File: config.mk
export PLATFORM = sky130hd
export DESIGN_NAME = hazard_ctrl
export DESIGN_NICKNAME = d
export VERILOG_FILES = /design/src/rtl/hazard_ctrl.sv
export SDC_FILE = /design/constraint.sdc
export NUM_CORES = 1
export LEC_CHECK = 0
export ABC_CLOCK_PERIOD_IN_PS = 5090
export BUFFER_PORTS_ARGS = -buffer_cell sky130_fd_sc_hd__buf_2
export CORE_UTILIZATION = 51
export DETAILED_ROUTE_END_ITERATION = 10
export PLACE_DENSITY = 0.82
export SLEW_MARGIN = 5
export SYNTH_ARGS = -nofsm -noshare
export SYNTH_HDL_FRONTEND = slang
export SYNTH_SLANG_ARGS = --single-unit
File: constraint.sdc
create_clock -name clock -period 5.09 [get_ports clock]
set_clock_uncertainty 0.15 [all_clocks]
set_input_delay 0 -clock clock [delete_from_list [all_inputs] [get_ports clock]]
set_output_delay 0 -clock clock [all_outputs]
set_load 0.02 [all_outputs]
File: src/rtl/hazard_ctrl.sv
// ---------------------------------------------------------------------------
// hazard_ctrl
//   Central hazard and forwarding controller for the 5-stage pipeline
//   (F/D, D/X, X/M, M/W). It decides the stalls, flushes and operand
//   forwarding for the pipeline in one place:
//     - RAW detection of the F/D sources against the D/X and X/M producers
//     - load-use interlock, or a full interlock when bypassing is disabled
//     - forwarding selects, registered at the D->X boundary
//     - a freeze of the whole pipeline while a multi-cycle data-memory load
//       in M completes (LOAD_LAT extra cycles per load)
//     - branch flush of F/D and D/X
//     - a saturating count of stalled cycles
//
// Parameters
//   REG_ADDR_W  register specifier width
//   LOAD_LAT    extra DMEM cycles per load in M (0..3)
//   BYPASS_EN   1 = MX/WX forwarding, 0 = interlock only
//
// Ports
//   clock        in   pipeline clock, posedge
//   reset        in   asynchronous, active-high
//   d_valid      in   F/D holds a real instruction
//   d_rs, d_rt   in   F/D source specifiers
//   d_uses_rt    in   rt is a true source of the F/D instruction
//   x_valid      in   D/X holds a real instruction
//   x_rd         in   D/X destination
//   x_rwe        in   D/X writes the register file
//   x_is_load    in   D/X is a load
//   m_valid      in   X/M holds a real instruction
//   m_rd         in   X/M destination
//   m_rwe        in   X/M writes the register file
//   m_is_load    in   X/M is a load
//   do_branch    in   execute resolved a taken branch/jump this cycle
//   fwd_a, fwd_b out  operand select for X: 00 RF, 01 MX, 10 WX
//   stall_fd     out  hold PC and F/D, bubble into D/X
//   stall_all    out  freeze PC and all pipeline registers
//   flush        out  squash F/D and D/X
//   stall_cycles out  saturating count of cycles with stall_fd|stall_all
// ---------------------------------------------------------------------------
module hazard_ctrl #(
    parameter int REG_ADDR_W = 5,
    parameter int LOAD_LAT   = 1,
    parameter bit BYPASS_EN  = 1'b1
) (
    input  logic                  clock,
    input  logic                  reset,
    input  logic                  d_valid,
    input  logic [REG_ADDR_W-1:0] d_rs,
    input  logic [REG_ADDR_W-1:0] d_rt,
    input  logic                  d_uses_rt,
    input  logic                  x_valid,
    input  logic [REG_ADDR_W-1:0] x_rd,
    input  logic                  x_rwe,
    input  logic                  x_is_load,
    input  logic                  m_valid,
    input  logic [REG_ADDR_W-1:0] m_rd,
    input  logic                  m_rwe,
    input  logic                  m_is_load,
    input  logic                  do_branch,
    output logic [1:0]            fwd_a,
    output logic [1:0]            fwd_b,
    output logic                  stall_fd,
    output logic                  stall_all,
    output logic                  flush,
    output logic [15:0]           stall_cycles
);

    localparam bit       LAT_EN   = (LOAD_LAT != 0);
    localparam logic [1:0] CNT_INIT = (LOAD_LAT == 0) ? 2'd0 : 2'(LOAD_LAT - 1);

    localparam logic [1:0] SEL_RF = 2'b00;
    localparam logic [1:0] SEL_MX = 2'b01;
    localparam logic [1:0] SEL_WX = 2'b10;

    typedef enum logic {
        ST_IDLE,
        ST_WAIT
    } lat_state_t;

    lat_state_t state;
    logic [1:0] cnt;

    logic src_a_en;
    logic src_b_en;
    logic hit_xa;
    logic hit_xb;
    logic hit_ma;
    logic hit_mb;
    logic raw_lu;
    logic stall_fd_raw;
    logic load_in_m;
    logic freeze;
    logic [1:0] sel_a;
    logic [1:0] sel_b;

    // Producer matching. Register 0 and non-writing producers never match,
    // and rt only counts when the decoding instruction really reads it.
    always_comb begin
        src_a_en = d_valid;
        src_b_en = d_valid & d_uses_rt;

        hit_xa = src_a_en & x_valid & x_rwe & (x_rd != '0) & (x_rd == d_rs);
        hit_xb = src_b_en & x_valid & x_rwe & (x_rd != '0) & (x_rd == d_rt);
        hit_ma = src_a_en & m_valid & m_rwe & (m_rd != '0) & (m_rd == d_rs);
        hit_mb = src_b_en & m_valid & m_rwe & (m_rd != '0) & (m_rd == d_rt);

        raw_lu = x_is_load & (hit_xa | hit_xb);

        // Without bypassing any in-flight producer in X or M blocks decode;
        // W is covered by the write-before-read register file.
        if (BYPASS_EN) begin
            stall_fd_raw = raw_lu;
        end else begin
            stall_fd_raw = hit_xa | hit_xb | hit_ma | hit_mb;
        end
    end

    // Hazard outputs with priority stall_all > flush > stall_fd. The freeze
    // is raised in the very cycle a load reaches M, so it has to be
    // combinational from the FSM state. A branch or load-use held behind a
    // freeze simply re-evaluates once the freeze drops.
    always_comb begin
        load_in_m = m_valid & m_is_load;
        freeze    = 1'b0;
        if (LAT_EN) begin
            if (state == ST_IDLE) begin
                freeze = load_in_m;
            end else begin
                freeze = (cnt != 2'd0);
            end
        end

        stall_all = ~reset & freeze;
        flush     = ~reset & do_branch & x_valid & ~stall_all;
        stall_fd  = ~reset & stall_fd_raw & ~flush & ~stall_all;
    end

    // Forward selects for the instruction entering X. The X-stage producer
    // is the younger one, so it wins over the M-stage producer.
    always_comb begin
        sel_a = SEL_RF;
        sel_b = SEL_RF;
        if (BYPASS_EN) begin
            if (hit_xa) begin
                sel_a = SEL_MX;
            end else if (hit_ma) begin
                sel_a = SEL_WX;
            end
            if (hit_xb) begin
                sel_b = SEL_MX;
            end else if (hit_mb) begin
                sel_b = SEL_WX;
            end
        end
    end

    // Selects are registered at the D->X boundary; a bubble entering X
    // (flush or decode stall) reads the register file.
    always_ff @(posedge clock or posedge reset) begin
        if (reset) begin
            fwd_a <= SEL_RF;
            fwd_b <= SEL_RF;
        end else if (stall_all) begin
            fwd_a <= fwd_a;
            fwd_b <= fwd_b;
        end else if (flush || stall_fd) begin
            fwd_a <= SEL_RF;
            fwd_b <= SEL_RF;
        end else begin
            fwd_a <= sel_a;
            fwd_b <= sel_b;
        end
    end

    // Load-latency FSM. Entering WAIT with cnt=LOAD_LAT-1 gives exactly
    // LOAD_LAT frozen cycles; the cnt==0 cycle releases the pipeline and
    // does not look at M, so the same load cannot retrigger.
    always_ff @(posedge clock or posedge reset) begin
        if (reset) begin
            state <= ST_IDLE;
            cnt   <= 2'd0;
        end else begin
            case (state)
                ST_IDLE: begin
                    if (LAT_EN && load_in_m) begin
                        state <= ST_WAIT;
                        cnt   <= CNT_INIT;
                    end
                end
                ST_WAIT: begin
                    if (cnt == 2'd0) begin
                        state <= ST_IDLE;
                    end else begin
                        cnt <= cnt - 2'd1;
                    end
                end
                default: begin
                    state <= ST_IDLE;
                    cnt   <= 2'd0;
                end
            endcase
        end
    end

    // Saturating stall-cycle counter.
    always_ff @(posedge clock or posedge reset) begin
        if (reset) begin
            stall_cycles <= 16'd0;
        end else if ((stall_fd || stall_all) && (stall_cycles != 16'hFFFF)) begin
            stall_cycles <= stall_cycles + 16'd1;
        end
    end

endmodule
==> impl_results.md, run 1 <==
- Max rail drop VDD: 0.000269 V
- RSZ-0062 raised after global routing: false
- Initial antenna violation count: 0
- Syn Nets: 177
- Max_cap viols: 0
- Commonest non-fill, non-tap cells in the layout: buf_2, xor2_1, dfrtp_1
- Power, Total: 0.544 mW
- Mean area per synthesized cell: 10.4 sq um
- Fin crit share: 0.596
- Finish-stage setup viols: 0
- Critical path's most frequent cell: dlygate4sd3_1
- Die area: around 0.0032 sq mm
- Maximum fanout along the worst path: 15
- CTS Sinks: 23
- Die X: about 56 um
- Total core area: 0.00276 sq mm
- Worst-Margin Slew: approximately 0.9 ns
- Data required, critical path: roughly 5.2 ns
- Hold Vio Cnt, Final: 0
- Combinational share of power: 0.359
- Commonest non-fill, non-tap cell in the layout: buf_2
- Share of layout cells above drive strength 1: 0.335
- DP HPWL: 2740 um
- Largest net degree at the start of global routing: 26
- IO buf count: 53
- Antenna cells: 0
- Worst slew margin: 0.395
- Synth cell types: 35
- WP buf/inv: 3
- Final net count: 240
- P per Cell Area: 289 mW/mm^2
- CTS H-tree depth: 1
- DRC Markers: 0
- First-pass GRT wire length: 5900 um
- Total negative slack: 0 ns
- Largest stage delay, worst path: 0.71 ns
- Net switching power: 0.223 mW
- CP Capture Type: register
- Post-Syn Area: 0.00150 sq mm
- CP cell instances: dlygate4sd3_1 -> buf_2 -> nand2_1 -> dlygate4sd3_1 -> o21ai_1 -> nor2_1 -> a2111o_1 -> a2111oi_1 -> xor2_1
- TritonCTS Buffers: 3
- Critical path's slowest cell: a2111o_1
- Sequential area share after synthesis: 0.385
- Status: finished clean
- I/O pin count: 54
- HP Class: in2reg
- 1st-iter DRT viols: 40
- Leakage: 0.849 nW
- FMAX: 329 MHz
- Vias in the first global route: 1390
- PnR worst setup slack: 2.05 ns
- Clk slew on worst S/H paths: 0.13 ns
- Switching share of power: 0.410
- Startpoint class of the critical path: primary input
- Vias: between 1000 and 1500
- Clk pwr share: 0.159
- Final ANT Viol Nets: 0
- Area growth from synthesis to layout: 26.0%
- Clock root cell: clkbuf_4
- Router iterations before antenna repair: 4
- DRT Wirelength: 3530 um
- Seq cells post-synth: 23
- Remaining Overflow, GRT: 0
- Final Critical Period: roughly 3 ns
- GRT Total Usage: 0.240
- Maximum buffer depth of the clock tree: 2
- Post-synthesis cell count: 144
- Initial core utilization: 0.543
- Row cnt: 19
- Wire per inst: 14.9 um
- Clock Latency Late Sink: 0.32 ns
- Chip height: 56.2 um
- Synth Warn #: 0
- Vias/cell: around 5.8
- Sequential power share: 0.482
- Worst Setup Path Type: in2reg
- Cell Int Power: 0.321 mW
- Worst endpoint data arrival time: 3.14 ns
- Layout fillers: 218
- Setup WS pre-CTS: ~2.3 ns
- TritonCTS clock tree: done
- Cell family with most CP delay: compound AO/OA/AOI/OAI gates
- GP Congestion: 0.867
- Max-slew violations: 0
## flip-flops by register name, summed over array words and instances, names as in the netlist
signal and flops:
cnt 2, state 1, fwd_b 2, stall_cycles 16
fwd_a 2
## cell usage after synthesis
master | number | share of area
nor4_1 | 2 | 0.0084
a21oi_1 | 2 | 0.0067
o21ai_0 | 2 | 0.0067
nand3_1 | 11 | 0.037
a2111o_1 | 1 | 0.0075
a31oi_1 | 1 | 0.0042
o21ai_1 | 1 | 0.0033
o22ai_1 | 1 | 0.0042
nand4_1 | 3 | 0.013
buf_2 | 1 | 0.0033
nor2_1 | 5 | 0.013
nor3_1 | 3 | 0.010
nand2_1 | 9 | 0.023
mux2i_1 | 1 | 0.0067
a32o_1 | 2 | 0.013
xnor2_1 | 10 | 0.059
a2111oi_1 | 4 | 0.027
xor2_1 | 25 | 0.15
or4_1 | 2 | 0.010
a2111oi_2 | 1 | 0.010
a211oi_2 | 7 | 0.059
a2111oi_4 | 2 | 0.037
o2111ai_1 | 1 | 0.0059
nand2b_1 | 1 | 0.0042
nor2b_1 | 1 | 0.0042
ha_1 | 2 | 0.017
inv_1 | 9 | 0.023
a21oi_2 | 1 | 0.0059
mux2_1 | 1 | 0.0075
and4_1 | 2 | 0.012
dfrtp_1 | 23 | 0.38
and3_1 | 3 | 0.013
buf_6 | 1 | 0.0075
or3_1 | 2 | 0.0084
buf_1 | 1 | 0.0025
## kinds of logic (layout without fill, tap and decap cells)
kind of cell,Yosys count,after routing,synth area share
AND/OR/NAND/NOR,44,44,0.154
multiplexers,2,2,0.0142
buffers and inverters,12,74,0.0359
XOR/XNOR,35,35,0.205
flip-flops,23,23,0.385
AO/OA/AOI/OAI,26,26,0.190
adder cells (fa/ha/maj),2,2,0.0167
## worst min-delay path: stages
cell and delay (ns):
buf_2 0.12, xnor2_1 0.07, nand4_1 0.15, o21ai_0 0.11
## power by group through the flow
stage	registers (mW)	logic (mW)	clock network, mW
finish	0.262	0.195	0.0866
global route	0.266	0.215	0.0963
CTS	0.261	0.198	0.0873
detailed placement	0.264	0.194	0
global placement	0.262	0.188	0
floorplan	0.301	0.0787	0
## worst paths after layout
kind	end	depth (start not counted)	from	slack (ns)
max in group asynchronous	stall_cycles[4]	3	reset	3.94
setup reg to reg	stall_cycles[10]	8	cnt[0]	2.24
min in group asynchronous	stall_cycles[8]	3	reset	0.29
hold / removal	fwd_a[0]	4	d_rs[1]	0.008
hold reg to reg	cnt[0]	1	cnt[0]	0.34
setup / recovery	stall_cycles[10]	9	m_is_load	2.05
## cell type report
cell class                      instances  area [sq um]  area share
Timing Repair Buffer                   61           343       0.182
Clock buffer                            3          22.5      0.0119
Tap cell                               31          38.8      0.0206
Inverter                                9          33.8      0.0179
Multi-Input combinational cell        109           867       0.460
Sequential cell                        23           576       0.305
Clock inverter                          1          5.00     0.00265
## layer usage
metal  track usage  vias to the layer above  wire [um]
li1              -                      645          -
met1         0.267                      658       1460
met4         0.108                        0         92
met3        0.0419                        9        219
met2         0.442                       52       1760
met5             0                        -          0
## timing repair
item / CTS / global route
resized for setup: 0 / 0
endpoints found under the hold margin: 27 / 0
buffers inserted: 0 / 0
hold buffers: 7 / 0
## per-stage QoR
| step | util | hold slack [ns] | cell area (sq um) | std cells |
|---|---|---|---|---|
| 6_report | 0.684 | 0.00775 | 1890 | 237 |
| 5_1_grt | 0.684 | 0.0270 | 1890 | 237 |
| 4_1_cts | 0.684 | 0.0100 | 1890 | 237 |
| 3_5_place_dp | 0.648 | 0.131 | 1790 | 226 |
| 3_3_place_gp | 0.648 | 0.114 | 1790 | 226 |
| 2_1_floorplan | - | -0.131 | 1500 | 144 |
No activity file was read; power rests on OpenSTA's default activity.
==> run 2, diff against run 1 <==
--- a/config.mk
+++ b/config.mk
@@ -5,11 +5,11 @@
 export SDC_FILE = /design/constraint.sdc
 export NUM_CORES = 1
 export LEC_CHECK = 0
-export ABC_CLOCK_PERIOD_IN_PS = 5090
+export ABC_CLOCK_PERIOD_IN_PS = 2820
 export BUFFER_PORTS_ARGS = -buffer_cell sky130_fd_sc_hd__buf_2
-export CORE_UTILIZATION = 51
+export CORE_UTILIZATION = 49
 export DETAILED_ROUTE_END_ITERATION = 10
-export PLACE_DENSITY = 0.82
+export PLACE_DENSITY = 0.79
 export SLEW_MARGIN = 5
 export SYNTH_ARGS = -nofsm -noshare
 export SYNTH_HDL_FRONTEND = slang
==> constraint.sdc (replaced) <==
create_clock -name clock -period 2.82 [get_ports clock]
set_clock_uncertainty 0.15 [all_clocks]
set_input_delay 0 -clock clock [delete_from_list [all_inputs] [get_ports clock]]
set_output_delay 0 -clock clock [all_outputs]
set_load 0.02 [all_outputs]
==> run 2 against run 1 <==
- the flow now finishes with violations (DRC)
- sequential cell count stayed put
- setup slack worse by 1.9 ns
- clock-buffer cell count increased by 1
- total power up 80%
- combinational power grew 81%
==> impl_results.md, run 2 (synthesis gave the netlist of run 1 again) <==
- TritonCTS clock tree: done
- Antenna cells: 0 (unchanged)
- Worst Setup Path Type: in2reg
- Row cnt: 19 (unchanged)
- FMAX: about 380 MHz
- Final ANT Viol Nets: 0 (unchanged)
- Post-CTS setup buffers: 0 (unchanged)
- Total core area: 0.00283 sq mm (+2.6%)
- Worst-Margin Slew: 0.441 ns (-0.465 ns)
- GP Congestion: 0.881 (+1.6%)
- Worst endpoint data arrival time: 2.75 ns (-0.39 ns)
- Router iterations before antenna repair: 7 (+3)
- Finished Layout Cells: 241 (+1.7%)
- RSZ-0062 raised after global routing: false
- Remaining Overflow, GRT: 0 (unchanged)
- Worst slew margin: 0.705 (+0.310)
- TritonCTS Buffers: 3 (unchanged)
- Vias in the first global route: 1261 (-9.3%)
- Startpoint class of the critical path: primary input
- Setup WS pre-CTS: 0.290 ns (-1.97 ns)
- CTS H-tree depth: 1 (unchanged)
- Largest Register: stall_cycles
- DRT Wirelength: 3410 um (-3.3%)
- DP HPWL: 2630 um (-4.2%)
- Clock root cell: clkbuf_4
- Layout fillers: 216 (-0.92%)
- Wire per inst: 14.2 um (-4.9%)
- CTS Sinks: 23 (unchanged)
- Leakage: 0.864 nW (+1.7%)
- Chip height: 57.3 um (+1.9%)
- Area growth from synthesis to layout: 27.8%
- Failing checks: DRC
- Largest net degree at the start of global routing: 25 (-3.8%)
- Share of layout cells above drive strength 1: 0.352 (+0.0174)
- Dpl cells: 231 (+2.2%)
- First-pass GRT wire length: 5730 um (-2.8%)
- Max FFs per register: 16 (unchanged)
- GRT Total Usage: 0.224 (-0.0165)
- Initial core utilization: 0.529 (-0.0137)
- I/O pin count: 54 (unchanged)
- HP Class: in2reg
- Power, Total: 0.978 mW (+80%)
- Initial antenna violation count: 0 (unchanged)
- Max rail drop VDD: 0.000612 V (+130%)
- Max_cap viols: 0 (unchanged)
- DRC Markers: 4 (+4)
- Final net count: 244 (+1.7%)
- Design Area, Final: 0.00191 sq mm (+1.5%)
- Finish-stage setup viols: 0 (unchanged)
- Vias: 1331 (-2.4%)
- Commonest non-fill, non-tap cell in the layout: buf_2
- Fin Hold WS: 0.0164 ns (+0.00865 ns)
- Register Area: 576 sq um (unchanged)
- Hold Vio Cnt, Final: 0 (unchanged)
- IO buf count: 53 (unchanged)
- Status: complete, but fails checks
- Commonest non-fill, non-tap cells in the layout: buf_2, xor2_1, dfrtp_1
- Final Critical Period: 2.65 ns
- Max-slew violations: 0 (unchanged)
- Vias/cell: 5.52 (-4.0%)
- Die X: 57.3 um (+1.9%)
- Final Util: 0.676 (-0.00751)
- Area of the multi-input gates: 868 sq um (+0.14%)
- Placed cell area: 0.00183 sq mm (+2.1%)
- Maximum fanout along the worst path: 11 (-4)
- P per Cell Area: 511 mW/mm^2 (+77%)
- Maximum buffer depth of the clock tree: 2 (unchanged)
- Fin crit share: 0.939
- Clock Latency Late Sink: 0.32 ns (about the same)
- Die area: 0.00328 sq mm (+3.9%)
- PnR worst setup slack: 0.172 ns (-1.88 ns)
- Clk slew on worst S/H paths: 0.13 ns (about the same)
- 1st-iter DRT viols: 63 (+57%)
- Total negative slack: 0 ns (unchanged)
- CP Capture Type: register
- Data required, critical path: 2.93 ns (-2.27 ns)
run 2: per-layer routing:
metal  GRT usage  vias up  wire, um  share of wire
met5           0        -         0              0
met4      0.0209        0         0              0
met3      0.0522        0       175          0.051
met2       0.368       45      1590           0.47
met1       0.314      633      1650           0.48
li1            -      653         -              -
run 2: what timing repair did:
action,in CTS,in global routing
endpoints found under the setup margin,0,4
endpoints found under the hold margin,27,0
hold buffers,6,0
gates resized for setup,0,1
run 2: final cells by class:
type	count	area share
multi-input cells	109	0.454
flip-flops and latches	23	0.301
repair buffers	65	0.194
well taps	31	0.0203
inverters	9	0.0177
clock buffers	4	0.0137
run 2: path summary, 6_finish.rpt:
| path | startpoint | to | slack, ns | depth (start not counted) |
|---|---|---|---|---|
| max | m_is_load | stall_cycles[8] | 0.17 | 10 |
| min | d_rs[1] | fwd_a[0] | 0.02 | 4 |
| max reg2reg | cnt[0] | stall_cycles[8] | 0.33 | 9 |
| min reg2reg | cnt[0] | cnt[0] | 0.34 | 1 |
| max in group asynchronous | reset | stall_cycles[12] | 2.10 | 4 |
| min in group asynchronous | reset | stall_cycles[7] | 0.18 | 4 |
run 2: critical path, cell delays in order:
cell,delay [ns]
dlygate4sd3_1,0.52
buf_2,0.10
nand2_1,0.03
dlygate4sd3_1,0.54
o21ai_1,0.15
nor2_1,0.09
a2111o_2,0.59
buf_4,0.22
a2111oi_4,0.35
xnor2_1,0.15
run 2: report_power, final:
part	internal [mW]	leakage, nW	switching [mW]
Combinational	0.136	0.565	0.216
Clock	0.0553	0.0150	0.0992
Sequential	0.392	0.284	0.0790
Total	0.584	0.864	0.394
==> run 3, diff against run 2 <==
--- a/config.mk
+++ b/config.mk
@@ -9,6 +9,7 @@
 export BUFFER_PORTS_ARGS = -buffer_cell sky130_fd_sc_hd__buf_2
 export CORE_UTILIZATION = 49
 export DETAILED_ROUTE_END_ITERATION = 10
+export HOLD_SLACK_MARGIN = 0.08
 export PLACE_DENSITY = 0.79
 export SLEW_MARGIN = 5
 export SYNTH_ARGS = -nofsm -noshare
==> run 3 against run 2 <==
- the flow still finishes with violations (DRC)
- non-clock buffer count grew 3
- via count shrank 0.38%
- clock-buffer cell count is the same
- setup slack gained 0.0071 ns
- final area grew 1.6%
- cell count grew 1.2%
- wire length grew 1.7%
- hold slack gained 0.073 ns
- utilization grew 1.1 points
- global-route usage grew 0.44 points
- maximum frequency grew 0.27%
- clock power is essentially flat
- critical path type unchanged
- largest power group unchanged
- highest routed layer is now met4
==> impl_results.md, run 3 (synthesis gave the netlist of run 1 again) <==
- Chip height: 57.3 um (unchanged)
- TritonCTS Buffers: 3 (unchanged)
- DRC Markers: 4 (unchanged)
- Hold Vio Cnt, Final: 0 (unchanged)
- Finish-stage setup viols: 0 (unchanged)
- Design Area, Final: 0.00194 sq mm (+1.6%)
- Vias/cell: 5.43 (-1.6%)
- P per Cell Area: 506 mW/mm^2 (-1.1%)
- GP Congestion: 0.881 (unchanged)
- Reg-to-Reg End: stall_cycles[8]
- Remaining Overflow, GRT: 0 (unchanged)
- Vias: 1326 (-0.38%)
- Final ANT Viol Nets: 0 (unchanged)
- CP Capture Type: register
- Max rail drop VDD: 0.000615 V (+0.55%)
- Worst r2r path cells: 9 (unchanged)
- Area growth from synthesis to layout: 29.8%
- Max_cap viols: 0 (unchanged)
- Largest Register: stall_cycles
- Maximum fanout along the worst path: 11 (unchanged)
- CTS H-tree depth: 1 (unchanged)
- Antenna cells: 0 (unchanged)
- Row cnt: 19 (unchanged)
- Leakage: 0.879 nW (+1.8%)
- Area of the multi-input gates: 868 sq um (unchanged)
- Clk slew on worst S/H paths: 0.13 ns (about the same)
- DP HPWL: 2630 um (unchanged)
- Worst hold start: m_rwe
- Startpoint class of the critical path: primary input
- PnR worst setup slack: 0.179 ns (+0.00707 ns)
- Worst Hold End: fwd_b[1]
- Clock root cell: clkbuf_4
- Worst R2R Setup Slack: 0.33 ns (about the same)
- Total core area: 0.00283 sq mm (unchanged)
- Layout fillers: 215 (-0.46%)
- First-pass GRT wire length: 5840 um (+1.8%)
- GRT Total Usage: 0.228 (+0.00435)
- Final Util: 0.687 (+0.0106)
- Initial core utilization: 0.529 (unchanged)
- Share of layout cells above drive strength 1: 0.347 (-0.00496)
- Clock Latency Late Sink: 0.32 ns (about the same)
- Wire per inst: 14.2 um (+0.42%)
- FMAX: 379 MHz (+0.27%)
- Commonest non-fill, non-tap cell in the layout: buf_2
- Final Critical Period: 2.64 ns (-0.00707 ns)
- Register Area: 576 sq um (unchanged)
- Die X: 57.3 um (unchanged)
- Data required, critical path: 2.93 ns (about the same)
- Reg2reg start: cnt[0]
- Worst endpoint data arrival time: 2.75 ns (about the same)
- Power, Total: 0.983 mW (+0.48%)
- Post-CTS setup buffers: 0 (unchanged)
- Fin crit share: 0.937 (-0.00251)
- Setup WS pre-CTS: 0.290 ns (unchanged)
- Largest net degree at the start of global routing: 25 (unchanged)
- I/O pin count: 54 (unchanged)
- Failing checks: DRC
- Maximum buffer depth of the clock tree: 2 (unchanged)
- Worst-Margin Slew: 0.441 ns (-0.000000358 ns)
- Vias in the first global route: 1267 (+0.48%)
- Status: complete, but fails checks
- RSZ-0062 raised after global routing: false
- IO buf count: 53 (unchanged)
- Die area: 0.00328 sq mm (unchanged)
- 1st-iter DRT viols: 65 (+3.2%)
- Router iterations before antenna repair: 8 (+1)
- Max-slew violations: 0 (unchanged)
- Hold Path Cell Cnt: 5 (+1)
- Worst Setup Path Type: in2reg
- TritonCTS clock tree: done
- Commonest non-fill, non-tap cells in the layout: buf_2, xor2_1, dfrtp_1
- Initial antenna violation count: 0 (unchanged)
- Placed cell area: 0.00183 sq mm (unchanged)
- DRT Wirelength: 3470 um (+1.7%)
- HP Class: in2reg
- Max FFs per register: 16 (unchanged)
- Total negative slack: 0 ns (unchanged)
- Final net count: 247 (+1.2%)
- CTS Sinks: 23 (unchanged)
- Worst slew margin: 0.705 (unchanged)
[run 3: timing repair]
item | CTS | global route
endpoints found under the hold margin | 30 | 0
hold buffers | 9 | 0
resized for setup | 0 | 1
endpoints found under the setup margin | 0 | 4
[run 3: through the flow]
stage                     hold slack [ns]  std cells
after floorplan                    -0.131        144
after global placement            -0.0420        231
after detailed placement          -0.0253        231
after CTS                          0.0840        244
after global routing                0.103        244
final                              0.0891        244
[run 3: worst max-delay path, stage by stage]
cell	delay (ns)
dlygate4sd3_1	0.52
buf_2	0.10
nand2_1	0.03
dlygate4sd3_1	0.54
o21ai_1	0.15
nor2_1	0.09
a2111o_2	0.59
buf_4	0.22
a2111oi_4	0.35
xnor2_1	0.15
[run 3: layout make-up]
type | instances | area share
Multi-Input combinational cell | 109 | 0.447
Sequential cell | 23 | 0.296
Timing Repair Buffer | 68 | 0.206
Tap cell | 31 | 0.0200
Inverter | 9 | 0.0174
Clock buffer | 4 | 0.0135
[run 3: power by group]
part           internal [mW]  switching (mW)  total (mW)
Sequential             0.392          0.0792       0.471
Combinational          0.138           0.216       0.355
Clock                 0.0554           0.101       0.157
Total                  0.586           0.397       0.983
[run 3: per-layer routing]
metal | share of wire | GRT usage | up-vias
met1 | 0.48 | 0.323 | 630
met5 | 0 | 0 | -
met4 | 0.0023 | 0.0209 | 0
met3 | 0.047 | 0.0522 | 2
li1 | - | - | 659
met2 | 0.47 | 0.373 | 35
[run 3: worst max path at each step]
stage	from	end	slack, ns
finish	m_is_load	stall_cycles[8]	0.18
global route	m_is_load	stall_cycles[9]	0.02
detailed placement	cnt[0]	stall_cycles[8]	0.29
floorplan	cnt[0]	stall_cycles[1]	0.29
CTS	m_is_load	stall_cycles[8]	0.12
global placement	cnt[0]	stall_cycles[8]	0.34
